<file path="src/rtl/axa_tile_scheduler_if.sv">
// Handshake bundle between axa_tile_scheduler and the tile memories, the
// accumulator and the shared 2x2 multiplier. master = scheduler side.
interface axa_tile_scheduler_if #(
    parameter int IDX_W = 4
);
    logic             input_Start;
    logic [IDX_W-1:0] input_Dim;
    logic             output_Busy;
    logic             output_Done;
    logic [IDX_W-1:0] output_A_Row;
    logic [IDX_W-1:0] output_A_Col;
    logic [IDX_W-1:0] output_B_Row;
    logic [IDX_W-1:0] output_B_Col;
    logic             output_Mult_Stable;
    logic             input_Mult_AB_Ack;
    logic             input_Mult_Stable;
    logic             output_Mult_C_Ack;
    logic             output_Acc_Req;
    logic             output_Acc_First;
    logic             input_Acc_Ack;
    logic             output_C_Write;
    logic [IDX_W-1:0] output_C_Row;
    logic [IDX_W-1:0] output_C_Col;
    logic             output_Error;

    modport master (
        input  input_Start, input_Dim, input_Mult_AB_Ack, input_Mult_Stable, input_Acc_Ack,
        output output_Busy, output_Done, output_A_Row, output_A_Col, output_B_Row, output_B_Col,
        output output_Mult_Stable, output_Mult_C_Ack, output_Acc_Req, output_Acc_First,
        output output_C_Write, output_C_Row, output_C_Col, output_Error
    );

    modport slave (
        output input_Start, input_Dim, input_Mult_AB_Ack, input_Mult_Stable, input_Acc_Ack,
        input  output_Busy, output_Done, output_A_Row, output_A_Col, output_B_Row, output_B_Col,
        input  output_Mult_Stable, output_Mult_C_Ack, output_Acc_Req, output_Acc_First,
        input  output_C_Write, output_C_Row, output_C_Col, output_Error
    );
endinterface

</file>
<file path="src/rtl/axa_tile_scheduler.sv">
// Block matrix-product sequencer: walks (i,j,k) tiles through one shared 2x2 multiplier
// and an external accumulator. Optional watchdog abort under macro AXA_SCHED_TIMEOUT_EN.
module axa_tile_scheduler #(
    parameter int IDX_W   = 4,
    parameter int TIMEOUT = 1024
) (
    input  logic                 input_Clk,
    input  logic                 input_Reset,
    axa_tile_scheduler_if.master bus
);
    typedef enum logic [2:0] {
        ST_IDLE    = 3'd0,
        ST_ISSUE   = 3'd1,
        ST_WAIT_C  = 3'd2,
        ST_ACC     = 3'd3,
        ST_RELEASE = 3'd4
    } state_t;

    localparam logic [IDX_W-1:0] IDX_ZERO = {IDX_W{1'b0}};
    localparam logic [IDX_W-1:0] IDX_ONE  = {{(IDX_W-1){1'b0}}, 1'b1};

    state_t           state_r, state_s;
    logic [IDX_W-1:0] dim_r, dim_s;
    logic [IDX_W-1:0] i_r, i_s, j_r, j_s, k_r, k_s;
    logic [IDX_W-1:0] c_row_r, c_row_s, c_col_r, c_col_s;
    logic [IDX_W-1:0] last_idx_s;
    logic             done_r, done_s;
    logic             c_write_r, c_write_s;
    logic             error_r, error_s;
    logic             busy_r, mult_stable_r, c_ack_r, acc_req_r, acc_first_r;
    logic             timeout_s;

`ifdef AXA_SCHED_TIMEOUT_EN
    localparam int              WD_W     = $clog2(TIMEOUT + 1);
    localparam logic [WD_W-1:0] WD_LIMIT = WD_W'(TIMEOUT - 1);
    localparam logic [WD_W-1:0] WD_ONE   = {{(WD_W-1){1'b0}}, 1'b1};

    logic [WD_W-1:0] wd_r;

    // Watchdog: cycles spent in the current state, saturating, cleared on any state change
    always_ff @(posedge input_Clk) begin
        if (input_Reset) begin
            wd_r <= {WD_W{1'b0}};
        end else if (state_s != state_r) begin
            wd_r <= {WD_W{1'b0}};
        end else if (wd_r != WD_LIMIT) begin
            wd_r <= wd_r + WD_ONE;
        end else begin
            wd_r <= wd_r;
        end
    end

    assign timeout_s = (state_r inside {ST_ISSUE, ST_WAIT_C, ST_ACC}) && (wd_r == WD_LIMIT);
`else
    // No watchdog in this build: TIMEOUT has no effect and Error never fires
    assign timeout_s = 1'b0 & (TIMEOUT > 0);
`endif

    assign last_idx_s = dim_r - IDX_ONE;

    // Next state, index advance and one-cycle pulse generation
    always_comb begin
        state_s   = state_r;
        dim_s     = dim_r;
        i_s       = i_r;
        j_s       = j_r;
        k_s       = k_r;
        c_row_s   = c_row_r;
        c_col_s   = c_col_r;
        done_s    = 1'b0;
        c_write_s = 1'b0;
        error_s   = 1'b0;
        if (timeout_s) begin
            state_s = ST_IDLE;
            error_s = 1'b1;
            i_s     = IDX_ZERO;
            j_s     = IDX_ZERO;
            k_s     = IDX_ZERO;
        end else begin
            case (state_r)
                ST_IDLE: begin
                    if (bus.input_Start) begin
                        if (bus.input_Dim != IDX_ZERO) begin
                            state_s = ST_ISSUE;
                            dim_s   = bus.input_Dim;
                            i_s     = IDX_ZERO;
                            j_s     = IDX_ZERO;
                            k_s     = IDX_ZERO;
                        end else begin
                            done_s = 1'b1;
                        end
                    end else begin
                        state_s = ST_IDLE;
                    end
                end
                ST_ISSUE: begin
                    if (bus.input_Mult_AB_Ack) begin
                        state_s = ST_WAIT_C;
                    end else begin
                        state_s = ST_ISSUE;
                    end
                end
                ST_WAIT_C: begin
                    if (bus.input_Mult_Stable) begin
                        state_s = ST_ACC;
                    end else begin
                        state_s = ST_WAIT_C;
                    end
                end
                ST_ACC: begin
                    if (bus.input_Acc_Ack) begin
                        state_s = ST_RELEASE;
                    end else begin
                        state_s = ST_ACC;
                    end
                end
                ST_RELEASE: begin
                    // Indices advance only once the multiplier has withdrawn its product
                    if (!bus.input_Mult_Stable) begin
                        state_s = ST_ISSUE;
                        if (k_r == last_idx_s) begin
                            c_write_s = 1'b1;
                            c_row_s   = i_r;
                            c_col_s   = j_r;
                            k_s       = IDX_ZERO;
                            if (j_r == last_idx_s) begin
                                j_s = IDX_ZERO;
                                if (i_r == last_idx_s) begin
                                    i_s     = IDX_ZERO;
                                    done_s  = 1'b1;
                                    state_s = ST_IDLE;
                                end else begin
                                    i_s = i_r + IDX_ONE;
                                end
                            end else begin
                                j_s = j_r + IDX_ONE;
                            end
                        end else begin
                            k_s = k_r + IDX_ONE;
                        end
                    end else begin
                        state_s = ST_RELEASE;
                    end
                end
                default: begin
                    state_s = ST_IDLE;
                end
            endcase
        end
    end

    // FSM state register
    always_ff @(posedge input_Clk) begin
        if (input_Reset) begin
            state_r <= ST_IDLE;
        end else begin
            state_r <= state_s;
        end
    end

    // Counters and registered outputs; handshake levels are decoded from the next state
    always_ff @(posedge input_Clk) begin
        if (input_Reset) begin
            dim_r         <= IDX_ZERO;
            i_r           <= IDX_ZERO;
            j_r           <= IDX_ZERO;
            k_r           <= IDX_ZERO;
            c_row_r       <= IDX_ZERO;
            c_col_r       <= IDX_ZERO;
            done_r        <= 1'b0;
            c_write_r     <= 1'b0;
            error_r       <= 1'b0;
            busy_r        <= 1'b0;
            mult_stable_r <= 1'b0;
            c_ack_r       <= 1'b0;
            acc_req_r     <= 1'b0;
            acc_first_r   <= 1'b0;
        end else begin
            dim_r         <= dim_s;
            i_r           <= i_s;
            j_r           <= j_s;
            k_r           <= k_s;
            c_row_r       <= c_row_s;
            c_col_r       <= c_col_s;
            done_r        <= done_s;
            c_write_r     <= c_write_s;
            error_r       <= error_s;
            busy_r        <= (state_s != ST_IDLE);
            mult_stable_r <= (state_s == ST_ISSUE);
            c_ack_r       <= (state_s == ST_RELEASE);
            acc_req_r     <= (state_s == ST_ACC);
            acc_first_r   <= (state_s == ST_ACC) && (k_s == IDX_ZERO);
        end
    end

    assign bus.output_Busy        = busy_r;
    assign bus.output_Done        = done_r;
    assign bus.output_A_Row       = i_r;
    assign bus.output_A_Col       = k_r;
    assign bus.output_B_Row       = k_r;
    assign bus.output_B_Col       = j_r;
    assign bus.output_Mult_Stable = mult_stable_r;
    assign bus.output_Mult_C_Ack  = c_ack_r;
    assign bus.output_Acc_Req     = acc_req_r;
    assign bus.output_Acc_First   = acc_first_r;
    assign bus.output_C_Write     = c_write_r;
    assign bus.output_C_Row       = c_row_r;
    assign bus.output_C_Col       = c_col_r;
    assign bus.output_Error       = error_r;
endmodule
</file>
<file path="src/flat_wrapper.sv">
// flat-port wrapper written by rule: the top's interface ports become plain ports
module axa_tile_scheduler_flat 
#(
    parameter int IDX_W   = 4,
    parameter int TIMEOUT = 1024
)
  (input_Clk, input_Reset, bus_input_Start, bus_input_Dim, bus_input_Mult_AB_Ack, bus_input_Mult_Stable, bus_input_Acc_Ack, bus_output_Busy, bus_output_Done, bus_output_A_Row, bus_output_A_Col, bus_output_B_Row, bus_output_B_Col, bus_output_Mult_Stable, bus_output_Mult_C_Ack, bus_output_Acc_Req, bus_output_Acc_First, bus_output_C_Write, bus_output_C_Row, bus_output_C_Col, bus_output_Error);
  axa_tile_scheduler_if #(.IDX_W(IDX_W)) bus_i ();
  input  logic input_Clk;
  input  logic input_Reset;
  input wire logic [$bits(bus_i.input_Start)-1:0] bus_input_Start;
  input wire logic [$bits(bus_i.input_Dim)-1:0] bus_input_Dim;
  input wire logic [$bits(bus_i.input_Mult_AB_Ack)-1:0] bus_input_Mult_AB_Ack;
  input wire logic [$bits(bus_i.input_Mult_Stable)-1:0] bus_input_Mult_Stable;
  input wire logic [$bits(bus_i.input_Acc_Ack)-1:0] bus_input_Acc_Ack;
  output wire logic [$bits(bus_i.output_Busy)-1:0] bus_output_Busy;
  output wire logic [$bits(bus_i.output_Done)-1:0] bus_output_Done;
  output wire logic [$bits(bus_i.output_A_Row)-1:0] bus_output_A_Row;
  output wire logic [$bits(bus_i.output_A_Col)-1:0] bus_output_A_Col;
  output wire logic [$bits(bus_i.output_B_Row)-1:0] bus_output_B_Row;
  output wire logic [$bits(bus_i.output_B_Col)-1:0] bus_output_B_Col;
  output wire logic [$bits(bus_i.output_Mult_Stable)-1:0] bus_output_Mult_Stable;
  output wire logic [$bits(bus_i.output_Mult_C_Ack)-1:0] bus_output_Mult_C_Ack;
  output wire logic [$bits(bus_i.output_Acc_Req)-1:0] bus_output_Acc_Req;
  output wire logic [$bits(bus_i.output_Acc_First)-1:0] bus_output_Acc_First;
  output wire logic [$bits(bus_i.output_C_Write)-1:0] bus_output_C_Write;
  output wire logic [$bits(bus_i.output_C_Row)-1:0] bus_output_C_Row;
  output wire logic [$bits(bus_i.output_C_Col)-1:0] bus_output_C_Col;
  output wire logic [$bits(bus_i.output_Error)-1:0] bus_output_Error;
  assign bus_i.input_Start = bus_input_Start;
  assign bus_i.input_Dim = bus_input_Dim;
  assign bus_i.input_Mult_AB_Ack = bus_input_Mult_AB_Ack;
  assign bus_i.input_Mult_Stable = bus_input_Mult_Stable;
  assign bus_i.input_Acc_Ack = bus_input_Acc_Ack;
  assign bus_output_Busy = bus_i.output_Busy;
  assign bus_output_Done = bus_i.output_Done;
  assign bus_output_A_Row = bus_i.output_A_Row;
  assign bus_output_A_Col = bus_i.output_A_Col;
  assign bus_output_B_Row = bus_i.output_B_Row;
  assign bus_output_B_Col = bus_i.output_B_Col;
  assign bus_output_Mult_Stable = bus_i.output_Mult_Stable;
  assign bus_output_Mult_C_Ack = bus_i.output_Mult_C_Ack;
  assign bus_output_Acc_Req = bus_i.output_Acc_Req;
  assign bus_output_Acc_First = bus_i.output_Acc_First;
  assign bus_output_C_Write = bus_i.output_C_Write;
  assign bus_output_C_Row = bus_i.output_C_Row;
  assign bus_output_C_Col = bus_i.output_C_Col;
  assign bus_output_Error = bus_i.output_Error;
  axa_tile_scheduler #(.IDX_W(IDX_W), .TIMEOUT(TIMEOUT)) u_core (.input_Clk(input_Clk), .input_Reset(input_Reset), .bus(bus_i));
endmodule
</file>
<file path="config.mk">
export PLATFORM = sky130hd
export DESIGN_NAME = axa_tile_scheduler_flat
export DESIGN_NICKNAME = d
export VERILOG_FILES = /design/src/rtl/axa_tile_scheduler_if.sv /design/src/rtl/axa_tile_scheduler.sv /design/src/flat_wrapper.sv
export SDC_FILE = /design/constraint.sdc
export NUM_CORES = 1
export LEC_CHECK = 0
export BUFFER_PORTS_ARGS = -buffer_cell sky130_fd_sc_hd__clkbuf_2
export CORE_MARGIN = 2
export CORE_UTILIZATION = 50
export DETAILED_ROUTE_END_ITERATION = 7
export GPL_TIMING_DRIVEN = 0
export PLACE_DENSITY = 0.75
export SLEW_MARGIN = 20
export SYNTH_ARGS = -nofsm -noshare
export SYNTH_HDL_FRONTEND = slang
export SYNTH_SLANG_ARGS = --single-unit
</file>
<file path="constraint.sdc">
create_clock -name input_Clk -period 2.7 [get_ports input_Clk]
set_input_delay 0.135 -clock input_Clk [delete_from_list [all_inputs] [get_ports input_Clk]]
set_output_delay 0.135 -clock input_Clk [all_outputs]
set_load 0.03 [all_outputs]
</file>
==> summary by stage <==
Die
The placement row count is 22. The effective utilization at floorplan is just over 50%. The die is roughly 65 um wide. The floorplan die area is 4180 um2. 42 I/O pins were placed.

The placeable core region is roughly 3600 um2. The die outline height is roughly 65 um.

STA
The final critical delay including setup and external delays is between 2000 and 3000 ps. The number of endpoints with negative hold slack in the final report was 0. The transition time at the pin with the least slew margin is 690 ps.

The worst pin sits at a relative slew slack of 53.4%. The count of endpoints failing setup in the final report is 0. The post-route clock period utilization is a little over nine tenths.

The sum of negative setup slack is 0 ps. Derived from the worst setup path, the maximum achievable clock frequency is between 0.3 and 0.4 GHz. The max-slew violation total from the final report is 0. Hold timing on the final database bottoms out at a slack of roughly 120 ps. For the final database, setup skew stands at ~3.4 ps.

Worst setup path
The worst setup path is launched from a flop. The number of buffer and inverter stages on the critical path is 2. The category of the most critical setup path is reg -> reg. The total stage count of the critical path is 8. STA classifies the critical path endpoint as a flop. The signal on the critical path passes through clkbuf_4 -> inv_1 -> ha_2 -> xor2_1 -> nand3_1 -> or4b_4 -> or4b_1 -> a31oi_1.

On the worst path, the slowest cell contributes a delay of roughly 550 ps. The slowest stage cell on the critical path is or4b_4. In this run the critical register-to-register path is captured at u_core.bus.output_A_Row[2].

The worst register-to-register path begins at u_core.dim_r[0]. The slack of the worst reg-to-reg path is between 80 and 90 ps. The arrival time at the worst endpoint is roughly 2800 ps. The critical path launch point is u_core.dim_r[0]. Following the worst setup path forward leads to its endpoint at u_core.bus.output_A_Row[2]. Data on the critical path is required at its endpoint by ~2900 ps. Along the worst path, the maximum fanout reaches 6. The cell family contributing the most delay on the critical path is simple AND/OR/NAND/NOR gates. Measured in cells, the most critical reg-to-reg path has a length of 8.

Synth
The share of synthesized flip-flops with an asynchronous set or reset is 0%. The synthesized design contains 34 register bits. The largest area contributor in the netlist is dfxtp_1.

The synthesized area is 1840 um2. The number of enable flip-flop cells after synthesis is 0. Synthesis produced a netlist whose cell count is 203. The synthesis warning total is 0.

Summing the sequential cell areas from Yosys gives between 30 and 40% of the chip area. The most repeated cell in the gate-level netlist after synthesis is dfxtp_1. The net count after synthesis is between 200 and 250.

The number of distinct library cells after synthesis is 47. The mean instance size in the synthesized netlist is 9.05 um2. Among all flip-flop cells after synthesis, the most frequent one is dfxtp_1. The area share of the largest cell type after synthesis is 37.0%.

After synthesis, the most frequently instantiated cells are 34 x dfxtp_1, 22 x nor2_1, 15 x mux2i_1. By area the synthesized netlist is led by dfxtp_1 37%, mux2i_1 8.2%, nor2_1 4.5%.

Global routing
Global routing finished with a remaining overflow of 0. The first global-routing pass estimated between 7000 and 8000 um of wire. The number of global-route vias before repair is around 1500.

The number of antenna violations at the first check in global routing is 0. For this run, the total global-route usage over all layers was measured as a little under a quarter. Entering global routing, the biggest net connects 11 pins.

Detailed routing
The DRC violation total after the first TritonRoute iteration is 110. The remaining antenna violation count is 0. The number of vias per cell is 5.52. The final layout contains routed wiring with a total length of about 4200 um.

The number of detailed-route iterations in the first pass is 4. The final routed wire length divided by cell count is roughly 14 um. The final route contains about 1600 vias. In the routed design, unresolved DRC markers number 0.

Cells and area
The share of layout cells above drive strength 1 is 24.0%. The repair_antennas step left the layout with diodes totalling 0. The net count of the finished layout is about 260. The area added between synthesis and finish is 19.6%.

CTS
The hold buffer count at cts is 0. The number of levels in the clock H-tree is 2. The clock-pin slew of the registers on the worst-case setup and hold paths is 70 ps. For this design, the sink count on the clock tree is 34.

The maximum clock insertion buffer count is 2. The source-to-sink clock delay at the later pin of the worst-skew pair is approximately 290 ps. TritonCTS built the clock tree.

The number of clock buffers inserted by TritonCTS is 5. The root buffer cell is clkbuf_8.

Place
The count of buffers added on input and output ports is 39. At the end of routability-driven placement, the weighted congestion stood at 0.906. The sum of net half-perimeters after detailed placement is 3030 um.

Power and ir drop
VDD sags by at most approximately 380 uV. The power density normalized to cell area is 503 nW/um2. In this run the static leakage power is roughly 0.90 nW.

Status
The run finished with clean final reports.

Job
The tool flagged a number of max-cap violations equal to 0.

Hold path
In this run the worst hold path is classified as in -> reg.
==> cell usage in the layout, fill, tap and decap left out, types with 2 or more instances in the layout <==
master / n
or4_1: 4
nand4_1: 2
clkbuf_2: 39
inv_1: 6
nor2_1: 22
o31ai_1: 2
nor3_1: 5
nand3b_1: 4
dfxtp_1: 34
clkbuf_1: 9
xor2_1: 5
nand4b_1: 2
clkbuf_8: 6
nand2b_1: 4
and3_1: 2
o21ai_0: 6
nand3_1: 9
a211oi_1: 4
o211ai_1: 2
a21oi_1: 7
buf_4: 5
ha_1: 3
mux2i_1: 15
a32oi_1: 3
xor3_1: 2
a31oi_1: 3
xnor2_1: 8
nor2b_1: 2
nand2_1: 10
==> kinds of logic after synthesis <==
| family | share of synthesized area [%] |
|---|---|
| simple gates | 23.7 |
| buf+inv | 5.45 |
| xor+xnor | 10.0 |
| compound gates | 12.7 |
| fa+ha+maj | 2.72 |
| other cells | 0.204 |
| flops | 37.0 |
| mux | 8.17 |
==> power by group <==
| part | internal (mW) | total [mW] | leakage [nW] | switching [mW] |
|---|---|---|---|---|
| Sequential | 0.517 | 0.529 | 0.276 | 0.0119 |
| Combinational | 0.0774 | 0.194 | 0.580 | 0.117 |
| Clock | 0.205 | 0.382 | 0.0482 | 0.177 |
| Total | 0.799 | 1.11 | 0.904 | 0.306 |
==> layout make-up <==
type | instances | area, um2
multi-input combinational | 148 | 1070
timing repair buffer | 39 | 195
fill | 344 | 1410
buffer | 15 | 80.1
clock buffer | 7 | 86.3
sequential | 34 | 681
tap | 48 | 60.1
inverter | 6 | 22.5
clock inverter | 1 | 5.00
==> routing by layer <==
layer | track usage, % | vias to the layer above | share of wire [%]
li1 | - | 818 | -
met1 | 29.6 | 772 | 47
met5 | 0 | - | 0
met3 | 6.25 | 6 | 5.9
met2 | 36.1 | 48 | 45
met4 | 7.18 | 0 | 1.4
==> worst min-delay path by stage <==
stage,from,end,slack [ps],cells after the start
CTS,bus_input_Dim[1],u_core.dim_r[1],120,3
detailed placement,bus_input_Dim[1],u_core.dim_r[1],420,3
global placement,bus_input_Dim[0],u_core.dim_r[0],410,3
floorplan,bus_input_Dim[0],u_core.dim_r[0],280,2
finish,bus_input_Dim[1],u_core.dim_r[1],120,3
global route,bus_input_Dim[3],u_core.dim_r[3],130,3
==> state kept, by name, summed over array words and instances (netlist names) <==
name,cells
u_core.bus.output_A_Col,4
u_core.state_r,3
u_core.bus.output_Mult_C_Ack,1
u_core.bus.output_Mult_Stable,1
u_core.bus.output_Acc_Req,1
u_core.bus.output_C_Write,1
u_core.bus.output_Done,1
u_core.bus.output_Acc_First,1
u_core.bus.output_C_Row,4
u_core.bus.output_Busy,1
u_core.bus.output_C_Col,4
u_core.bus.output_B_Col,4
u_core.bus.output_A_Row,4
u_core.dim_r,4
==> metrics by stage <==
step	setup WS [ps]	total power, mW	utilization (%)	instances	area, um2
2_1_floorplan	307	0.684	-	203	1840
3_3_place_gp	46.1	0.727	58.1	290	2090
3_5_place_dp	25.7	0.728	58.1	290	2090
4_1_cts	21.0	1.11	60.7	298	2190
5_1_grt	-7.40	1.16	61.0	298	2200
6_report	84.7	1.11	61.0	298	2200
==> tightest hold or removal path, delay by kind of cell <==
family / cells / cell delay, ps
buf+inv: 1 / 110
mux: 1 / 70
simple gates: 1 / 70
==> repair_timing <==
action                     4_1_cts  5_1_grt
setup endpoints to repair        2        7
hold endpoints to repair         0        0
buffers inserted                 0        0
pin swaps                        0        2
resized for setup                1        3
Power figures use the tool's default switching activity.
